`src/rtl/ram_arb_pkg.sv`:
```
// ram_arb_pkg: shared state encoding and port indices for the RAM arbiter
package ram_arb_pkg;
    typedef enum logic {ARB_IDLE = 1'b0, ARB_RESP = 1'b1} arb_state_t;
    localparam logic ARB_PORT_LSU   = 1'b0;
    localparam logic ARB_PORT_FETCH = 1'b1;
endpackage

```
`src/rtl/arb_grant_2.sv`:
```
// arb_grant_2: two-port grant select; round-robin pointer when ARB_ROUND_ROBIN_EN is defined, else port 0 fixed priority
module arb_grant_2
    import ram_arb_pkg::*;
(
    input  logic clk,
    input  logic nreset,
    input  logic valid0,
    input  logic valid1,
    output logic grant,
    output logic sel
);
    assign grant = valid0 | valid1;
`ifdef ARB_ROUND_ROBIN_EN
    logic ptr;
    assign sel = (valid0 && valid1) ? ptr : (valid1 ? ARB_PORT_FETCH : ARB_PORT_LSU);
    // after each grant prefer the port that was not just served
    always_ff @(posedge clk or negedge nreset) begin
        if (!nreset) ptr <= ARB_PORT_LSU;
        else if (grant) ptr <= ~sel;
    end
`else
    logic unused_clk;
    assign unused_clk = clk ^ nreset;
    assign sel = (!valid0 && valid1) ? ARB_PORT_FETCH : ARB_PORT_LSU;
`endif
endmodule

```
`src/rtl/ram_arbiter.sv`:
```
// ram_arbiter: shares one RAM between load/store and fetch ports, 1-cycle registered response; ARB_ROUND_ROBIN_EN selects round-robin
module ram_arbiter
    import ram_arb_pkg::*;
#(
    parameter int BUS_WIDTH = 32,
    parameter int ADDR_BASE = 0,
    parameter int MEM_SIZE  = 256
) (
    input  logic                 clk,
    input  logic                 nreset,
    input  logic                 req0_valid,
    output logic                 req0_ready,
    input  logic                 req0_we,
    input  logic [BUS_WIDTH-1:0] req0_addr,
    input  logic [BUS_WIDTH-1:0] req0_wdata,
    output logic                 rsp0_valid,
    output logic [BUS_WIDTH-1:0] rsp0_rdata,
    output logic                 rsp0_err,
    input  logic                 req1_valid,
    output logic                 req1_ready,
    input  logic                 req1_we,
    input  logic [BUS_WIDTH-1:0] req1_addr,
    input  logic [BUS_WIDTH-1:0] req1_wdata,
    output logic                 rsp1_valid,
    output logic [BUS_WIDTH-1:0] rsp1_rdata,
    output logic                 rsp1_err,
    output logic                 ram_write_en,
    output logic [BUS_WIDTH-1:0] ram_addr_write,
    output logic [BUS_WIDTH-1:0] ram_data_write,
    output logic [BUS_WIDTH-1:0] ram_addr_read,
    input  logic [BUS_WIDTH-1:0] ram_data_read
);
    logic grant, sel, we, in_range, resp, owner, r_we, r_err;
    logic [BUS_WIDTH-1:0] addr, wdata, base, rdata;
    arb_state_t state, state_next;

    arb_grant_2 u_grant (
        .clk(clk), .nreset(nreset), .valid0(req0_valid), .valid1(req1_valid),
        .grant(grant), .sel(sel)
    );

    assign base       = BUS_WIDTH'(ADDR_BASE);
    assign addr       = sel ? req1_addr : req0_addr;
    assign wdata      = sel ? req1_wdata : req0_wdata;
    assign we         = sel ? req1_we : req0_we;
    assign in_range   = (addr - base) < BUS_WIDTH'(MEM_SIZE);
    assign req0_ready = grant && sel == ARB_PORT_LSU;
    assign req1_ready = grant && sel == ARB_PORT_FETCH;

    // next state and RAM drive; idle or out-of-range parks both addresses at the window base
    always_comb begin
        state_next     = ARB_IDLE;
        ram_write_en   = 1'b0;
        ram_addr_write = base;
        ram_addr_read  = base;
        ram_data_write = '0;
        if (grant) begin
            state_next = ARB_RESP;
            if (in_range) begin
                ram_addr_read = addr;
                if (we) begin
                    ram_write_en   = 1'b1;
                    ram_addr_write = addr;
                    ram_data_write = wdata;
                end
            end
        end
    end

    // state plus owner/we/err of the granted access, consumed one cycle later
    always_ff @(posedge clk or negedge nreset) begin
        if (!nreset) begin
            state <= ARB_IDLE;
            owner <= ARB_PORT_LSU;
            r_we  <= 1'b0;
            r_err <= 1'b0;
        end else begin
            state <= state_next;
            if (grant) begin
                owner <= sel;
                r_we  <= we;
                r_err <= !in_range;
            end
        end
    end

    assign resp       = state == ARB_RESP;
    assign rdata      = (resp && !r_we && !r_err) ? ram_data_read : '0;
    assign rsp0_valid = resp && owner == ARB_PORT_LSU;
    assign rsp1_valid = resp && owner == ARB_PORT_FETCH;
    assign rsp0_rdata = rsp0_valid ? rdata : '0;
    assign rsp1_rdata = rsp1_valid ? rdata : '0;
    assign rsp0_err   = rsp0_valid && r_err;
    assign rsp1_err   = rsp1_valid && r_err;
endmodule

```
`config.mk`:
```
export PLATFORM = sky130hd
export DESIGN_NAME = ram_arbiter
export DESIGN_NICKNAME = d
export VERILOG_FILES = /design/src/rtl/ram_arb_pkg.sv /design/src/rtl/arb_grant_2.sv /design/src/rtl/ram_arbiter.sv
export SDC_FILE = /design/constraint.sdc
export NUM_CORES = 1
export LEC_CHECK = 0
export BUFFER_PORTS_ARGS = -buffer_cell sky130_fd_sc_hd__buf_2
export CORE_AREA = 3 3 129 131
export DETAILED_ROUTE_END_ITERATION = 16
export DIE_AREA = 0 0 132 134
export PLACE_DENSITY_LB_ADDON = 0.08
export SLEW_MARGIN = 20
export SYNTH_ARGS = -nofsm -noshare
export SYNTH_HDL_FRONTEND = slang
export SYNTH_SLANG_ARGS = --single-unit
```
`constraint.sdc`:
```
create_clock -name clk -period 3.3 [get_ports clk]
set_input_delay 0.33 -clock clk [delete_from_list [all_inputs] [get_ports clk]]
set_output_delay 0.33 -clock clk [all_outputs]
set_load 0.05 [all_outputs]
```
After elaboration in Yosys (flattened, before gate mapping):

Index checks and enable logic that the tools add are counted.

* register bits after elaboration: 4
* latch bits: 0
* bits in writable memories: 0
* memory bits (read-only): 0
* bits of input ports: 166
* output and inout bits: 167
* logic and storage cells: 40
* memories: 0

* add/subtract/negate cells: 0
* multipliers: 0
* div/mod/pow operators: 0
* magnitude comparators: 1
* equality and inequality tests: 0
* shift operators: 0
* muxes and demuxes: 19
* bitwise logic cells: 3
* reductions and logical operators: 13

Operator list (count)
* $mux W32: 13
* $lt A32 B9 Y1 const B: 1
* $logic_and A1 B1 Y1: 9
* $mux W1: 6
* $logic_not A1 Y1: 4
* $not A1 Y1: 2
* $or A1 B1 Y1: 1

Depth between registers and ports, before layout:

Gate-level depths: netlist (run 1).

* depth in word-level cells: 7
* mapped depth: 6
* mapped depth without buffers: 5

Hierarchy:

Synthesis (run 1) repeated with hierarchy kept, for this count alone.

* cells, all modules: 265
* area, all modules: 2054.5 um^2

Modules (own cells, without submodules)
* ram_arbiter: instances 1, cells each 263, area an instance 2042.0 um^2, seq. area each 100.1 um^2
* arb_grant_2: instances 1, cells each 2, area an instance 12.5 um^2, seq. area each 0.0 um^2

Worst setup path after synthesis (run 1):

Ideal clock, no wire load.

* path type: register -> output
* from: register owner
* to: output rsp0_rdata[10]
* arrival time: 2.220 ns
* data required time: 2.970 ns
* slack: 0.750 ns
* cell stages (with the launch flop): 5
* buffers on the path: 1
* path through: dfrtp_1 nor2b_1 nor3b_1 clkbuf_1 and2_1

* cells in the longest elaborated chain, start to end: 3

RTL lines
* start: declaration: RTL line ram_arbiter.sv:33 `logic grant, sel, we, in_range, resp, owner, r_we, r_err;`
* start signal: assignment: RTL line ram_arbiter.sv:80 `owner <= sel;`
* $not A1 Y1: RTL line ram_arbiter.sv:89 `assign rsp0_valid = resp && owner == ARB_PORT_LSU;`
* $logic_and A1 B1 Y1: RTL line ram_arbiter.sv:89
* named net rsp0_valid: RTL line ram_arbiter.sv:16 `output logic rsp0_valid,`
* $mux W32: RTL line ram_arbiter.sv:91 `assign rsp0_rdata = rsp0_valid ? rdata : '0;`
* end: declaration: RTL line ram_arbiter.sv:17 `output logic [BUS_WIDTH-1:0] rsp0_rdata,`

The timed path passes the listed nets, and every way through them passes these cells.

Worst setup path in the final report (run 1):

* from: input req1_addr[15]
* to: output ram_data_write[9]

* cells in the longest elaborated chain, start to end: 4

RTL lines
* start: declaration: RTL line ram_arbiter.sv:22 `input logic [BUS_WIDTH-1:0] req1_addr,`
* $mux W32: RTL line ram_arbiter.sv:43 `assign addr = sel ? req1_addr : req0_addr;`
* $lt A32 B9 Y1: RTL line ram_arbiter.sv:46 `assign in_range = (addr - base) < BUS_WIDTH'(MEM_SIZE);`
* $mux W32: RTL line ram_arbiter.sv:59 `if (in_range) begin`
* $mux W32: RTL line ram_arbiter.sv:57 `if (grant) begin`
* end: declaration: RTL line ram_arbiter.sv:29 `output logic [BUS_WIDTH-1:0] ram_data_write,`

Every way passes these cells.

==> impl_metrics.yaml, run 1 <==
synthesis:
  synth_cells: 262
  yosysSeqAreaShare: 0.05944
  ys.flop_type: "dfrtp_1"
  async_reset_ff_frac: 1.000
  syn_avg_cell_area_um2: 6.428
  synth_area_leaders: "and2_1, buf_4, a22oi_1"
  synthTopCellsByCount: "and2_1, nor2_1, buf_4"
  ys_warn_count: 0
  synth_enable_flop_cells: 0
  yosys.area.top_type: "and2_1"
  ys_ff_latch: 4
  synth.distinct_cells: 25
  yosysMostFrequentCell: "and2_1"
  netlist_area_mm2: 0.001684
  synth_top_area_frac: 0.2452
worst_hold_path:
  hold_path.class: "primary input to flop"
  min_path_cells: 3
die:
  die_area_mm2: 0.01769
  chipWidth_um: 132
  placementRows: 46
  io_pins: 333
  start_util: 0.1072
  die_height_um: 134
  core_area_mm2: 0.01571
timing:
  fmaxAchievable_mhz: 384.1
  rsz0062_at_grt: "no"
  min_period_ps: 2603
  finalHoldViolCount: 0
  worst_pin_slew_ps: 781.2
  min_period_over_period: 0.7889
  setup_viol: 0
  tns_ps: 0
  fin_skew_ps: 0
  slew_violations: 0
  slew_headroom: 0.4792
  setup_ws_ps: 696.7
placed_design:
  placed_area_mm2: 0.003168
  io_buffers: 284
  place_ws_ps: 595.5
  dp_cells: 747
  hpwl_um: 8082
  globalplace.congestion: 0.7761
job:
  maxCapViolations: 0
global_routing:
  grt_pass1_vias: 2611
  grt.total_usage: 0.09408
  overflow: 0
  grt_pass1_wl_um: 13670
  grt_max_degree: 42
  antenna_found_initial: 1
finish:
  fillers: 1841
  diodes: 0
  final_area_mm2: 0.003253
  drive_gt1_frac: 0.5607
  instances_no_fill: 751
  area_growth_pct: 93.16
  fin_nets: 703
detailed_routing:
  drc: 0
  wire_per_inst_um: 12.32
  first_iter_violations: 62
  via_count: 2727
  drtAntennaViolNets: 0
  drt-total-wl_um: 9254
  drt-pass1-iter-count: 4
  routed_via_density: 3.631
setup_path:
  required_ps: 2970
  cp_max_fo: 22
  rr_worst_depth: 1
  worst-setup-path-type: "primary input to output port"
  startpoint_type: "primary input"
  crit_arrival_ps: 2270
  worst_setup_path_end_kind: "output port"
clocking:
  cts_tree: "done"
  clock_latency_ps: 220
  clk_pin_slew_worst_paths_ps: 30
  cts_resized: 0
  cts_max_level: 1
  cts_buffers: 3
  cts_sinks: 4
  root_buffer: "clkbuf_16"
  clockBufferDepth: 2
power_and_ir_drop:
  fin_total_pwr_uw: 500.9
  power.leakage_nw: 1.857
  power_density_mw_per_mm2: 154.0
  ir_drop_mv: 0.1193
outcome:
  status: "completed"
==> per-stage QoR <==
step,util,hold WS [ps]
floorplan,-,34.41
global placement,0.2016,138.0
detailed placement,0.2016,139.8
CTS,0.2070,361.6
global route,0.2070,379.1
finish,0.2070,354.2
==> timing repair <==
action | 4_1_cts | 5_1_grt
hold buffers | 1 | 0
setup buffers | 0 | 0
endpoints found under the setup margin | 0 | 0
hold endpoints to repair | 4 | 0
==> final timing paths <==
kind / from / end / slack [ps]
max: req1_addr[15] / ram_data_write[9] / 700
min: req0_we / r_we / 350
max reg2reg: r_err / r_err / 2520
min reg2reg: owner / owner / 540
max in group asynchronous: nreset / r_err / 2720
min in group asynchronous: nreset / resp / 460
==> routing by layer <==
metal | track usage | vias up | part of all wire
li1 | - | 1341 | -
met1 | 0.08975 | 1177 | 0.33
met2 | 0.1953 | 201 | 0.55
met3 | 0.03638 | 6 | 0.11
met4 | 0.007585 | 2 | 0.0045
met5 | 0 | - | 0.0014
==> final cells by class <==
cell class / count / area, um^2 / area share
well taps: 216 / 270.3 / 0.08308
multi-input cells: 238 / 1326 / 0.4077
clock buffers: 3 / 75.07 / 0.02308
flip-flops and latches: 4 / 100.1 / 0.03077
repair buffers: 290 / 1481 / 0.4554
==> kinds of logic after synthesis <==
group,Yosys count,share of synthesized area
AND/OR/NAND/NOR,145,0.4658
buffers and inverters,67,0.2682
AO/OA/AOI/OAI,44,0.1984
flip-flops,4,0.05944
multiplexers,1,0.005944
other,1,0.002227
==> state kept, by name (all words and copies together), names as in the netlist <==
name and count:
owner 1, r_err 1, r_we 1, resp 1
==> critical path, cell delays in order <==
cell and delay, ps:
buf_2 100, nor4_1 590, nand4_1 180, o21a_1 410, buf_12 290, nor2_1 100, buf_2 270
==> cells in the final DEF (no fill, tap or decap), types with 2 or more instances in the layout <==
| master | Yosys | routed |
|---|---|---|
| a22oi_1 | 40 | 40 |
| and2_1 | 66 | 66 |
| and3_1 | 2 | 2 |
| buf_2 | 4 | 284 |
| buf_4 | 52 | 4 |
| clkbuf_16 | 0 | 3 |
| conb_1 | 1 | 48 |
| dfrtp_1 | 4 | 4 |
| nand2_1 | 3 | 3 |
| nand3_1 | 2 | 2 |
| nor2_1 | 53 | 52 |
| nor3b_2 | 0 | 2 |
| nor4_1 | 11 | 11 |
==> power by group <==
part           internal, mW  switching, mW  total [mW]
Combinational        0.0795          0.180       0.260
Clock                 0.155         0.0318       0.186
Sequential           0.0520        0.00262      0.0546
Total                 0.286          0.215       0.501
Note: power is estimated with default switching activity, not from simulation.
==> inputs of run 2 (changes only) <==
- ABC_AREA: not set -> 1
- CORE_AREA: 3 3 129 131 -> 3 3 128 130
- DIE_AREA: 0 0 132 134 -> 0 0 131 133
- clock period: 3.3 -> 2.6 ns (I/O delays scaled with it)
==> run 2 against run 1 <==
Non-clock buffer count grew 8. Via count grew 41%. Critical path depth up 6. Power up 93%. Core utilization grew 6.8 points. Clock-buffer cell count did not move. Critical path type unchanged. Largest cell class is now multi-input combinational cells.
==> impl_metrics.yaml, run 2 <==
setup_path:
  worst-setup-path-type: "primary input to output port"
  required_ps: 2340
  startpoint_type: "primary input"
  cp_max_fo: 41
  crit_arrival_ps: 2100
  rr_worst_depth: 2
  worst_setup_path_end_kind: "output port"
global_routing:
  overflow: 0
  grt_pass1_wl_um: 17480
  antenna_found_initial: 0
  grt_pass1_vias: 3572
  grt.total_usage: 0.1238
  grt_max_degree: 65
clocking:
  clockBufferDepth: 2
  clk_pin_slew_worst_paths_ps: 30
  clock_latency_ps: 220
  cts_resized: 0
  cts_max_level: 1
  cts_tree: "done"
  ctsHoldBuffers: 1
  cts_setup_buffers: 0
  cts_sinks: 4
  cts_buffers: 3
  root_buffer: "clkbuf_16"
die:
  die_height_um: 133
  die_area_mm2: 0.01742
  start_util: 0.1765
  chipWidth_um: 131
  io_pins: 333
  placementRows: 45
  core_area_mm2: 0.01526
finish:
  drive_gt1_frac: 0.4144
  instances_no_fill: 1029
  regArea_um2: 100.1
  final_area_mm2: 0.004199
  diodes: 0
  multiInputGateArea_mm2: 0.001822
  fin_nets: 986
  final_cell_mix: "buf_2, nand2_1, inv_1"
  area_growth_pct: 55.88
  layout_commonest_cell: "buf_2"
  fillers: 1815
timing:
  slew_violations: 0
  min_period_over_period: 0.9091
  setup_ws_ps: 236.4
  finalHoldViolCount: 0
  slew_headroom: 0.5887
  whs_ps: 405.6
  worst_pin_slew_ps: 616.9
  fmaxAchievable_mhz: 423.1
  setup_viol: 0
  tns_ps: 0
  min_period_ps: 2364
  rsz0062_at_grt: "no"
  fin_skew_ps: 0
outcome:
  status: "completed"
synthesis:
  synth_enable_flop_cells: 0
  ys_warn_count: 0
  synth_compound_area_frac: 0.01068
  synth_top_area_frac: 0.2675
  synth_xor_area_frac: 0
  yosysSeqAreaShare: 0.03716
  yosys.area.top_type: "nand2_1"
  ys_ff_latch: 4
  syn_avg_cell_area_um2: 4.889
  synth.distinct_cells: 23
  synthTopCellsByCount: "nand2_1, inv_1, nor3_1"
  synthAdderAreaFrac: 0
  netlist_area_mm2: 0.002694
  async_reset_ff_frac: 1.000
  synthMuxAreaShare: 0.02973
  yosysMostFrequentCell: "nand2_1"
  synthSimpleGateAreaFrac: 0.5671
  synth_area_leaders: "nand2_1, inv_1, buf_4"
  synth_top_family_by_area: "simple AND/OR/NAND/NOR gates"
  ys.flop_type: "dfrtp_1"
  synth_cells: 551
detailed_routing:
  routed_via_density: 3.728
  first_iter_violations: 67
  wire_per_inst_um: 11.90
  drc: 0
  via_count: 3836
  drt-pass1-iter-count: 4
  drt-total-wl_um: 12250
  drtAntennaViolNets: 0
placed_design:
  dp_cells: 1025
  io_buffers: 284
  globalplace.congestion: 0.7541
  placed_area_mm2: 0.004114
  place_ws_ps: 219.4
  hpwl_um: 10210
power_and_ir_drop:
  power_density_mw_per_mm2: 230.7
  ir_drop_mv: 0.1707
  power.leakage_nw: 3.001
job:
  maxCapViolations: 0
worst_hold_path:
  hold_path.class: "primary input to asynchronous set/reset pin"
[run 2: cell types whose count changed in the layout (fill, tap and decap cells not counted), moves of 32 or more]
cell	delta
nand2_1	+189
inv_1	+103
and2_1	-66
nor3_1	+64
a22oi_1	-40
nor2_2	+32
[run 2: worst max-delay path: stages]
cell	delay, ps
buf_2	140
inv_4	60
nand2_4	200
buf_4	250
nand2_1	60
nand2_1	50
nor2_1	90
nand2_1	70
nor2_2	190
nand3_4	100
buf_12	190
nor2_1	120
buf_2	270
[run 2: layout make-up]
type,instances,area share
Sequential cell,4,0.02384
Tap cell,211,0.06287
Clock buffer,3,0.01788
Timing Repair Buffer,298,0.3671
Multi-Input combinational cell,408,0.4339
Inverter,105,0.09446
[run 2: power by group]
part           internal [mW]  switching (mW)  leakage, nW  total, mW
Clock                  0.196          0.0434       0.0370      0.240
Combinational          0.188           0.471         2.92      0.659
Sequential            0.0672         0.00215       0.0445     0.0694
Total                  0.452           0.517         3.00      0.969
[run 2: layer usage]
layer	global-route usage	share of wire	up-vias
met4	0.008571	0.0018	0
met3	0.02826	0.089	3
met2	0.2503	0.54	174
li1	-	-	2062
met1	0.1314	0.37	1597
met5	0	0	-
[run 2: kinds of logic after synthesis]
kind of cell / after synthesis
buffers and inverters: 186
muxes: 8
other: 1
AOI/OAI and AO/OA: 5
DFF: 4
and+or+nand+nor: 347
[run 2: worst paths after layout]
check	end	slack [ps]	from
worst min-delay path	owner	410	nreset
worst max-delay path	ram_data_write[22]	240	req0_valid
worst min register to register	r_err	480	r_err
max in group asynchronous	r_err	2070	nreset
min in group clk	owner	450	req0_valid
worst max register to register	r_we	1970	r_we
[run 2: per-stage QoR]
stage | util | total power [mW]
3_3_place_gp | 0.2696 | 0.7429
3_5_place_dp | 0.2696 | 0.7364
6_report | 0.2752 | 0.9686
4_1_cts | 0.2752 | 0.9831
5_1_grt | 0.2752 | 1.052
2_1_floorplan | - | 0.5906
